<file path="src/rtl/mfm_acq_sequencer_pkg.sv">
// Shared encodings for the acquisition start/stop sequencer.
package mfm_acq_sequencer_pkg;

    typedef enum logic [1:0] {
        MODE_IMMEDIATE  = 2'b00,
        MODE_INDEX      = 2'b01,
        MODE_SYNC       = 2'b10,
        MODE_INDEX_SYNC = 2'b11
    } wait_mode_t;

    typedef enum logic [1:0] {
        STATUS_OK       = 2'b00,
        STATUS_TIMEOUT  = 2'b01,
        STATUS_ABORT    = 2'b10,
        STATUS_MEM_FULL = 2'b11
    } status_t;

    typedef enum logic [1:0] {
        ST_IDLE       = 2'b00,
        ST_WAIT_INDEX = 2'b01,
        ST_WAIT_SYNC  = 2'b10,
        ST_ACQUIRE    = 2'b11
    } state_t;

endpackage

</file>
<file path="src/rtl/mfm_acq_sequencer_sync.sv">
// Two-flop synchronizer followed by a registered rising-edge pulse.
module async_edge_sync (
    input  logic CLK_PLL32MHZ,
    input  logic RESET_n,
    input  logic ASYNC_IN,
    output logic EDGE_PULSE
);

    logic meta;
    logic sync;
    logic sync_d;

    // Synchronize the async level, then pulse one cycle on its rising edge.
    always_ff @(posedge CLK_PLL32MHZ or negedge RESET_n) begin
        if (!RESET_n) begin
            meta       <= 1'b0;
            sync       <= 1'b0;
            sync_d     <= 1'b0;
            EDGE_PULSE <= 1'b0;
        end else begin
            meta       <= ASYNC_IN;
            sync       <= meta;
            sync_d     <= sync;
            EDGE_PULSE <= sync & ~sync_d;
        end
    end

endmodule

</file>
<file path="src/rtl/mfm_acq_sequencer.sv">
// Acquisition start/stop sequencer: arms on START, waits for the selected
// trigger, gates the acquisition-memory write enable and reports the outcome.
module mfm_acq_sequencer
    import mfm_acq_sequencer_pkg::*;
#(
    parameter int IDX_CNT_W  = 8,
    parameter int SYNC_CNT_W = 4,
    parameter int GAP_W      = 10
) (
    input  logic                  CLK_PLL32MHZ,
    input  logic                  RESET_n,
    input  logic                  START,
    input  logic                  ABORT,
    input  logic [1:0]            WAIT_MODE,
    input  logic [SYNC_CNT_W-1:0] SYNC_COUNT,
    input  logic [GAP_W-1:0]      SYNC_GAP_MAX,
    input  logic [IDX_CNT_W-1:0]  TIMEOUT_IDX,
    input  logic [IDX_CNT_W-1:0]  STOP_IDX,
    input  logic                  SYNC_WORD_DETECTED,
    input  logic                  FD_INDEX_IN,
    input  logic                  MEM_FULL,
    output logic                  ACQ_WRITE_EN,
    output logic                  BUSY,
    output logic                  WAITING,
    output logic                  DONE,
    output logic [1:0]            STATUS
);

    logic idx_evt;
    logic sync_evt;

    state_t     state, state_nxt;
    wait_mode_t mode_q, mode_nxt;
    status_t    status_q, status_nxt;
    logic       done_nxt;

    logic [IDX_CNT_W-1:0]  wait_idx, wait_idx_nxt, wait_idx_inc;
    logic [IDX_CNT_W-1:0]  acq_idx, acq_idx_nxt, acq_idx_inc;
    logic [SYNC_CNT_W-1:0] sync_cnt, sync_cnt_nxt, sync_base, sync_inc, sync_target;
    logic [GAP_W-1:0]      gap_tmr, gap_nxt, gap_inc;
    logic                  gap_expired;

    // The index pin is active-low, so invert it to make the falling pin edge the event.
    async_edge_sync u_idx_sync (
        .CLK_PLL32MHZ (CLK_PLL32MHZ),
        .RESET_n      (RESET_n),
        .ASYNC_IN     (~FD_INDEX_IN),
        .EDGE_PULSE   (idx_evt)
    );

    async_edge_sync u_sw_sync (
        .CLK_PLL32MHZ (CLK_PLL32MHZ),
        .RESET_n      (RESET_n),
        .ASYNC_IN     (SYNC_WORD_DETECTED),
        .EDGE_PULSE   (sync_evt)
    );

    // Saturating increments, gap-limit test and effective sync target.
    always_comb begin
        wait_idx_inc = (wait_idx == '1) ? wait_idx : wait_idx + 1'b1;
        acq_idx_inc  = (acq_idx == '1) ? acq_idx : acq_idx + 1'b1;
        gap_inc      = (gap_tmr == '1) ? gap_tmr : gap_tmr + 1'b1;
        gap_expired  = (SYNC_GAP_MAX != '0) && (gap_tmr > SYNC_GAP_MAX);
        sync_base    = gap_expired ? '0 : sync_cnt;
        sync_inc     = (sync_base == '1) ? sync_base : sync_base + 1'b1;
        sync_target  = (SYNC_COUNT == '0) ? SYNC_CNT_W'(1) : SYNC_COUNT;
    end

    // Next-state, counter and status logic; abort beats memory-full beats stop/timeout beats triggers.
    always_comb begin
        state_nxt    = state;
        mode_nxt     = mode_q;
        status_nxt   = status_q;
        done_nxt     = 1'b0;
        wait_idx_nxt = wait_idx;
        acq_idx_nxt  = acq_idx;
        sync_cnt_nxt = sync_cnt;
        gap_nxt      = gap_tmr;

        case (state)
            ST_IDLE: begin
                if (START && !ABORT) begin
                    mode_nxt     = wait_mode_t'(WAIT_MODE);
                    status_nxt   = STATUS_OK;
                    wait_idx_nxt = '0;
                    acq_idx_nxt  = '0;
                    sync_cnt_nxt = '0;
                    gap_nxt      = '0;
                    case (wait_mode_t'(WAIT_MODE))
                        MODE_IMMEDIATE: state_nxt = ST_ACQUIRE;
                        MODE_SYNC:      state_nxt = ST_WAIT_SYNC;
                        default:        state_nxt = ST_WAIT_INDEX;
                    endcase
                end
            end

            ST_WAIT_INDEX: begin
                if (ABORT) begin
                    state_nxt  = ST_IDLE;
                    status_nxt = STATUS_ABORT;
                    done_nxt   = 1'b1;
                end else if (idx_evt) begin
                    // The index that satisfies this wait always wins over a timeout.
                    wait_idx_nxt = wait_idx_inc;
                    state_nxt    = (mode_q == MODE_INDEX) ? ST_ACQUIRE : ST_WAIT_SYNC;
                end
            end

            ST_WAIT_SYNC: begin
                if (ABORT) begin
                    state_nxt  = ST_IDLE;
                    status_nxt = STATUS_ABORT;
                    done_nxt   = 1'b1;
                end else begin
                    gap_nxt      = gap_inc;
                    sync_cnt_nxt = sync_base;
                    if (idx_evt) begin
                        wait_idx_nxt = wait_idx_inc;
                    end
                    if (idx_evt && (TIMEOUT_IDX != '0) && (wait_idx_inc >= TIMEOUT_IDX)) begin
                        state_nxt  = ST_IDLE;
                        status_nxt = STATUS_TIMEOUT;
                        done_nxt   = 1'b1;
                    end else if (sync_evt) begin
                        sync_cnt_nxt = sync_inc;
                        gap_nxt      = '0;
                        if (sync_inc == sync_target) begin
                            state_nxt = ST_ACQUIRE;
                        end
                    end
                end
            end

            ST_ACQUIRE: begin
                if (ABORT) begin
                    state_nxt  = ST_IDLE;
                    status_nxt = STATUS_ABORT;
                    done_nxt   = 1'b1;
                end else if (MEM_FULL) begin
                    state_nxt  = ST_IDLE;
                    status_nxt = STATUS_MEM_FULL;
                    done_nxt   = 1'b1;
                end else if (idx_evt) begin
                    acq_idx_nxt = acq_idx_inc;
                    if ((STOP_IDX != '0) && (acq_idx_inc >= STOP_IDX)) begin
                        state_nxt  = ST_IDLE;
                        status_nxt = STATUS_OK;
                        done_nxt   = 1'b1;
                    end
                end
            end

            default: state_nxt = ST_IDLE;
        endcase
    end

    // State, counters and registered outputs derived from the next state.
    always_ff @(posedge CLK_PLL32MHZ or negedge RESET_n) begin
        if (!RESET_n) begin
            state        <= ST_IDLE;
            mode_q       <= MODE_IMMEDIATE;
            status_q     <= STATUS_OK;
            wait_idx     <= '0;
            acq_idx      <= '0;
            sync_cnt     <= '0;
            gap_tmr      <= '0;
            ACQ_WRITE_EN <= 1'b0;
            BUSY         <= 1'b0;
            WAITING      <= 1'b0;
            DONE         <= 1'b0;
        end else begin
            state        <= state_nxt;
            mode_q       <= mode_nxt;
            status_q     <= status_nxt;
            wait_idx     <= wait_idx_nxt;
            acq_idx      <= acq_idx_nxt;
            sync_cnt     <= sync_cnt_nxt;
            gap_tmr      <= gap_nxt;
            ACQ_WRITE_EN <= (state_nxt == ST_ACQUIRE);
            BUSY         <= (state_nxt != ST_IDLE);
            WAITING      <= (state_nxt == ST_WAIT_INDEX) || (state_nxt == ST_WAIT_SYNC);
            DONE         <= done_nxt;
        end
    end

    assign STATUS = status_q;

endmodule

</file>
<file path="config.mk">
export PLATFORM = sky130hd
export DESIGN_NAME = mfm_acq_sequencer
export DESIGN_NICKNAME = d
export VERILOG_FILES = /design/src/rtl/mfm_acq_sequencer_pkg.sv /design/src/rtl/mfm_acq_sequencer_sync.sv /design/src/rtl/mfm_acq_sequencer.sv
export SDC_FILE = /design/constraint.sdc
export NUM_CORES = 1
export LEC_CHECK = 0
export CAP_MARGIN = 10
export CELL_PAD_IN_SITES_DETAIL_PLACEMENT = 1
export CELL_PAD_IN_SITES_GLOBAL_PLACEMENT = 2
export CORE_MARGIN = 8
export CORE_UTILIZATION = 34
export CTS_CLUSTER_SIZE = 20
export DETAILED_ROUTE_END_ITERATION = 16
export PLACE_DENSITY_LB_ADDON = 0.1
export SETUP_SLACK_MARGIN = 0.2
export SLEW_MARGIN = 20
export SYNTH_ARGS = -nofsm -noshare
export SYNTH_HDL_FRONTEND = slang
export SYNTH_SLANG_ARGS = --single-unit
</file>
<file path="constraint.sdc">
create_clock -name CLK_PLL32MHZ -period 4.4 [get_ports CLK_PLL32MHZ]
set_clock_uncertainty 0.05 [all_clocks]
set_input_delay 1.32 -clock CLK_PLL32MHZ [delete_from_list [all_inputs] [get_ports CLK_PLL32MHZ]]
set_output_delay 1.32 -clock CLK_PLL32MHZ [all_outputs]
set_load 0.1 [all_outputs]
</file>
Yosys cells after proc, flatten, opt, wreduce, memory -nomap -nowiden --
Index checks and enable logic that the tools add are counted.
Storage, ports and cells: bits in registers 48, output and inout port bits 6, word-level logic and storage cells 133
Cells by class: $add $sub $neg 4, magnitude comparators 3, equality and inequality tests 24, mux-type cells 55, bitwise operators 5, reductions and logical operators 23
Operators by type and width (number):
- 8-bit 2-to-1 mux | 8
- 10-bit 2-to-1 mux | 5
- 2-bit 2-to-1 mux | 19
- 8-bit case mux with 2 select lines | 2
- 4-bit 2-to-1 mux | 7
- 10-bit case mux with 2 select lines | 1
- 8-bit by 1-bit adder with 8-bit output, second input constant | 2
- 8-bit equality test, second input constant | 2
- 8-bit >= comparator | 2
- 2-bit case mux with 4 select lines | 2
- 8-bit nonzero test | 2
- 2-bit inequality test, second input constant | 6
- 10-bit by 1-bit adder with 10-bit output, second input constant | 1
- 10-bit equality test, second input constant | 1
- 2-bit equality test, second input constant | 5
- 10-bit greater-than comparator | 1
- 5-bit AND reduction | 2
- 10-bit nonzero test | 1
- 1-bit 2-to-1 mux | 8
- 4-bit case mux with 2 select lines | 1
- 2-bit nonzero test | 4
- 2-bit by 1-bit equality test with 1-bit output, second input constant | 3
- 1-bit logical AND | 5
- 4-bit by 1-bit adder with 4-bit output, second input constant | 1
- 18 further kinds | 23

Logic depth before layout (Yosys ltp) --
Gate-level depths: netlist of run 1.
depth after elaboration 13, gate-level depth with buffers 18, mapped depth without buffers 17

Hierarchy --
Synthesis of run 1 repeated with hierarchy kept, for this count alone.
Unflattened totals: cells, all modules 420, area, all modules 3594.7 µm²
Modules (own cells, without submodules):
- mfm_acq_sequencer | times used 1, cells an instance 410, area each 3367.0 µm², seq. area each 1001.0 µm²
- async_edge_sync | times used 2, cells an instance 5, area each 113.9 µm², seq. area each 100.1 µm²

Worst setup path after synthesis of run 1 --
Ideal clock, no wire load.
kind input to register, from in SYNC_GAP_MAX[4], to reg WAITING, arrival time 4.329 ns, data required time 4.224 ns, slack -0.105 ns, cell stages on the path 17, buffers on the path 1, path through inv_1 > ha_1 > nand4_1 > o21bai_1 > a31oi_1 > o21ai_4 > and2_2 > ha_1 > buf_2 > and3_1 > nand2_1 > nand2_1 > a211oi_1 > o211ai_1 > nor4_4 > o211ai_1 > ha_1
On the way: cells in the longest elaborated chain, start to end 13, elaborated cells between the ends (all ways) 16, those cells by class 1 x add/sub; 1 x order compare; 4 x eq/ne; 7 x mux; 3 x reduce/logical
RTL lines:
- start, declared | RTL line mfm_acq_sequencer.sv:16 | input logic [GAP_W-1:0] SYNC_GAP_MAX,
- 10-bit greater-than comparator or 10-bit nonzero test (tied branches) | RTL line mfm_acq_sequencer.sv:63 | gap_expired = (SYNC_GAP_MAX != '0) && (gap_tmr > SYNC_GAP_MAX);
- 1-bit logical AND (*) | RTL line mfm_acq_sequencer.sv:63
- 4-bit 2-to-1 mux (*) | RTL line mfm_acq_sequencer.sv:64 | sync_base = gap_expired ? '0 : sync_cnt;
- 4-bit by 1-bit adder with 4-bit output or 4-bit equality test (tied branches) | RTL line mfm_acq_sequencer.sv:65 | sync_inc = (sync_base == '1) ? sync_base : sync_base + 1'b1;
- 4-bit 2-to-1 mux (*) | RTL line mfm_acq_sequencer.sv:65
- 4-bit equality test (*) | RTL line mfm_acq_sequencer.sv:127 | if (sync_inc == sync_target) begin
- 2-bit 2-to-1 mux (*) | RTL line mfm_acq_sequencer.sv:127
- 2-bit 2-to-1 mux (*) | RTL line mfm_acq_sequencer.sv:124 | end else if (sync_evt) begin
- 2-bit 2-to-1 mux (*) | RTL line mfm_acq_sequencer.sv:120 | if (idx_evt && (TIMEOUT_IDX != '0) && (wait_idx_inc >= TIMEOUT_IDX)) begin
- 2-bit 2-to-1 mux (*) | RTL line mfm_acq_sequencer.sv:110 | if (ABORT) begin
- 2-bit case mux with 4 select lines (*) | RTL line mfm_acq_sequencer.sv:80 | case (state)
- 2-bit by 1-bit equality test with 1-bit output or 2-bit equality test (tied branches) | RTL line mfm_acq_sequencer.sv:181 | WAITING <= (state_nxt == ST_WAIT_INDEX) || (state_nxt == ST_WAIT_SYNC);
- 1-bit logical OR (*) | RTL line mfm_acq_sequencer.sv:181
- end signal, assigned | RTL line mfm_acq_sequencer.sv:181
- end, declared | RTL line mfm_acq_sequencer.sv:24 | output logic WAITING,
Every way passes the cells marked *; elsewhere a longest branch is shown, timed or not. A chain may end at the register's enable or synchronous reset.

Worst setup path after layout of run 1 --
from in SYNC_GAP_MAX[4], to reg ACQ_WRITE_EN
On the way: cells in the longest elaborated chain, start to end 12, elaborated cells between the ends (all ways) 14, those cells by class 1 x add/sub; 1 x order compare; 3 x eq/ne; 7 x mux; 2 x reduce/logical
RTL lines:
- 10-bit greater-than comparator or 10-bit nonzero test (tied branches) | RTL line mfm_acq_sequencer.sv:63
- 1-bit logical AND (*) | RTL line mfm_acq_sequencer.sv:63
- 4-bit 2-to-1 mux (*) | RTL line mfm_acq_sequencer.sv:64
- 4-bit by 1-bit adder with 4-bit output or 4-bit equality test (tied branches) | RTL line mfm_acq_sequencer.sv:65
- 4-bit 2-to-1 mux (*) | RTL line mfm_acq_sequencer.sv:65
- 4-bit equality test (*) | RTL line mfm_acq_sequencer.sv:127
- 2-bit 2-to-1 mux (*) | RTL line mfm_acq_sequencer.sv:127
- 2-bit 2-to-1 mux (*) | RTL line mfm_acq_sequencer.sv:124
- 2-bit 2-to-1 mux (*) | RTL line mfm_acq_sequencer.sv:120
- 2-bit 2-to-1 mux (*) | RTL line mfm_acq_sequencer.sv:110
- 2-bit case mux with 4 select lines (*) | RTL line mfm_acq_sequencer.sv:80
- via state_nxt[0] | RTL line mfm_acq_sequencer.sv:32 | state_t state, state_nxt;
- 2-bit equality test (*) | RTL line mfm_acq_sequencer.sv:179 | ACQ_WRITE_EN <= (state_nxt == ST_ACQUIRE);
- end signal, assigned | RTL line mfm_acq_sequencer.sv:179
- end, declared | RTL line mfm_acq_sequencer.sv:22 | output logic ACQ_WRITE_EN,
Mark *: on every way through the listed nets, which the timed path passes. The rest lies on a longest branch.

==> flow_metrics.env, run 1 <==
export IMPL_outcome="completed"
export IMPL_synth_edf_count=0
export IMPL_met2_usage_pct=24.44
export IMPL_grtUsageTotal_pct=14.43
export IMPL_synth_area_um2=3577
export IMPL_place_congestion=0.8307
export IMPL_synth_main_ff_cell="dfrtp_1"
export IMPL_finalHoldWorstSlack_ns=0.3148
export IMPL_die_area_um2=14060
export IMPL_maxCapViolations=0
export IMPL_finalWirelength_mm=10.40
export IMPL_ios=45
export IMPL_drt_iter0_drc=124
export IMPL_p_leak_nw=2.046
export IMPL_die_w_um=118.6
export IMPL_coreArea_um2=10280
export IMPL_drv_slew=0
export IMPL_worst_pin_slew_ns=0.9779
export IMPL_ir_worst_vdd_mv=0.3351
export IMPL_cts_sinks=48
export IMPL_synth_warnings=0
export IMPL_syn_nets=492
export IMPL_numPortBuffers=44
export IMPL_ant_nets=0
export IMPL_critPathKind="in -> reg"
export IMPL_dr_total_vias=3291
export IMPL_endpoint_kind="register"
export IMPL_syn_inst=417
export IMPL_grt_pass1_vias=3458
export IMPL_met3_usage_pct=2.047
export IMPL_finalSetupViolations=0
export IMPL_finalHoldViolCount=0
export IMPL_rsz0062_at_grt="yes"
export IMPL_grt_start_max_net_pins=26
export IMPL_antenna_found_initial=0
export IMPL_finalCriticalPeriod_ns=4.167
export IMPL_via_per_inst=5.308
export IMPL_utilization_pct=45.20
export IMPL_cts_max_level=2
export IMPL_cts_root_buf="clkbuf_8"
export IMPL_design_area_um2=4646
export IMPL_worstPathArrival_ns=4.37
export IMPL_grt_overflow=0
export IMPL_cts_inserted_buffers=5
export IMPL_grt_util_met1_pct=18.68
export IMPL_synth_cell_type_count=53
export IMPL_final_layout_size_suffix_gt1_share_pct=18.39
export IMPL_place_area_um2=4347
export IMPL_max_freq_mhz=240.0
export IMPL_wire_per_inst_um=16.78
export IMPL_initial_core_util_pct=34.81
export IMPL_first_pass_iters=4
export IMPL_postSynthAreaPerCell_um2=8.578
export IMPL_grt_busiest_layer="met2"
export IMPL_ys_ff_latch=48
export IMPL_nNetsFinal=558
export IMPL_antennaDiodeCount=0
export IMPL_clock_latency_ns=0.31
export IMPL_cp_required_ns=4.60
export IMPL_die_height_um=118.6
export IMPL_path_clk_slew_ns=0.10
export IMPL_async_flop_share_pct=100.0
export IMPL_cp_max_fo=4
export IMPL_ys_seq_area_share_pct=33.58
export IMPL_rows=37
export IMPL_hp_class="reg -> reg"
export IMPL_period_share_pct=94.71
export IMPL_hold_buffers=0
export IMPL_max_slew_margin_pct=34.60
export IMPL_clockBufferDepth=2
export IMPL_dp_hpwl_mm=8.045
export IMPL_synthToLayoutAreaGrowth_pct=29.87
export IMPL_power_density_nw_per_um2=409.4
export IMPL_cts_tree="yes"
export IMPL_drc_errors=0
export IMPL_grt_pass1_wl_mm=17.04
export IMPL_worstSetupStartpointType="input port"
per-stage QoR:
step	power (W)	instances	setup WS [ns]	setup TNS (ns)
5_1_grt	0.002027	620	0.08449	0
2_1_floorplan	0.001228	417	0.2050	0
4_1_cts	0.001860	617	0.2065	0
3_5_place_dp	0.001501	606	-0.4846	-2.092
3_3_place_gp	0.001485	606	-0.3612	-1.476
6_report	0.001902	620	0.2325	0
synthesized netlist by cell type, drive strengths merged, types with 5 or more instances:
master / instances / share of area [%]
ha: 36 / 13
a41oi: 5 / 1.2
xnor2: 9 / 2.2
a31oi: 8 / 1.4
a21o: 7 / 1.5
o211ai: 9 / 1.9
nor3: 8 / 1.1
dfrtp: 48 / 34
nand2b: 6 / 1.0
nand2: 47 / 4.9
inv: 36 / 3.8
nor2b: 7 / 1.2
mux2: 5 / 1.6
and2: 7 / 1.3
and3: 6 / 1.0
o21ai: 24 / 3.8
nand3: 15 / 2.1
a21oi: 26 / 3.6
nor4: 5 / 1.5
nand4: 6 / 1.0
clkbuf: 8 / 0.84
a22o: 11 / 2.7
nor2: 31 / 3.3
flip-flops by register name, summed over array words and instances (netlist names), 2 cells and up:
signal	count
gap_tmr	10
acq_idx	8
wait_idx	8
sync_cnt	4
STATUS	2
mode_q	2
state	2
cells by family after synthesis:
group / after synthesis / share of synthesized area [%]
flip-flops: 48 / 33.58
multiplexers: 9 / 2.693
XOR/XNOR: 12 / 2.938
adder cells (fa/ha/maj): 36 / 12.59
AO/OA/AOI/OAI: 117 / 22.42
buffers and inverters: 47 / 5.037
AND/OR/NAND/NOR: 148 / 20.74
metal layers:
layer | part of all wire, % | routed length [um]
met1 | 47 | 4919
met4 | 1.5 | 151
met2 | 49 | 5147
met5 | 0 | 0
met3 | 1.8 | 183
cell type report:
| type | count | area [um2] |
|---|---|---|
| clock buffers | 6 | 72.57 |
| clock inverters | 2 | 35.03 |
| fillers | 1225 | 5632 |
| repair buffers | 70 | 606.8 |
| flip-flops and latches | 48 | 1201 |
| inverters | 36 | 135.1 |
| well taps | 136 | 170.2 |
| multi-input cells | 322 | 2425 |
layout by cell type (no fill, tap or decap), types with 7 or more instances in the layout:
master and n:
dfrtp_1 48, ha_1 27, nor2b_1 7, nand3_1 14
a21o_1 7, ha_4 8, xnor2_1 8, inv_2 7
nand2_1 47, inv_1 29, buf_4 25, nor3_1 8
a22o_1 11, o211ai_1 9, nor2_1 31, a21oi_1 25
clkdlybuf4s50_1 33, o21ai_0 20
worst max-delay path: stages:
cell and delay [ns]:
clkdlybuf4s15_1 0.19, inv_2 0.08, ha_4 0.20, and3_4 0.18, o21ai_4 0.16, a31oi_4 0.12, o21ai_4 0.19, and2_4 0.19
ha_4 0.22, xnor2_4 0.19, buf_6 0.13, o22ai_4 0.06, a211oi_2 0.15, o211ai_1 0.16, nor4_4 0.34, buf_4 0.17
o211a_1 0.15, ha_1 0.15
where the power goes:
| part | total (W) | switching [W] | internal (W) | leakage, nW |
|---|---|---|---|---|
| clock network | 0.000330 | 0.000161 | 0.000169 | 0.0552 |
| logic | 0.000970 | 0.000579 | 0.000391 | 1.35 |
| registers | 0.000602 | 0.0000836 | 0.000519 | 0.638 |
| total | 0.00190 | 0.000823 | 0.00108 | 2.05 |
worst paths after layout:
path,to,cells after the start,slack [ns],start
max in group asynchronous,WAITING$_DFF_PN0_,2,2.58,RESET_n
max reg2reg,WAITING$_DFF_PN0_,16,0.82,wait_idx[0]$_DFFE_PN0P_
min,u_sw_sync.sync$_DFF_PN0_,0,0.31,u_sw_sync.meta$_DFF_PN0_
min in group asynchronous,acq_idx[2]$_DFFE_PN0P_,1,0.96,RESET_n
min reg2reg,u_sw_sync.sync$_DFF_PN0_,0,0.31,u_sw_sync.meta$_DFF_PN0_
max,ACQ_WRITE_EN$_DFF_PN0_,18,0.23,SYNC_GAP_MAX[4]
repair_timing:
item	CTS	global route
setup endpoints to repair	5	5
gates resized for setup	37	26
cloned	0	0
setup buffers	3	3
pin swaps	23	19
Note: power is estimated with default switching activity, not from simulation.
==> run 2: changes to the inputs <==
==> constraint.sdc (replaced) <==
create_clock -name CLK_PLL32MHZ -period 4.4 [get_ports CLK_PLL32MHZ]
set_clock_uncertainty 0.05 [all_clocks]
set_input_delay 1.32 -clock CLK_PLL32MHZ [delete_from_list [all_inputs] [get_ports CLK_PLL32MHZ]]
set_output_delay 1.32 -clock CLK_PLL32MHZ [all_outputs]
set_load 0.05 [all_outputs]
==> results of run 2 <==
Same layout as run 1 (identical final DEF). Status: completed.
Main changes from that run: total power 0.001902 W -> 0.001810 W; worst IR drop on VDD 0.3351 mV -> 0.2395 mV
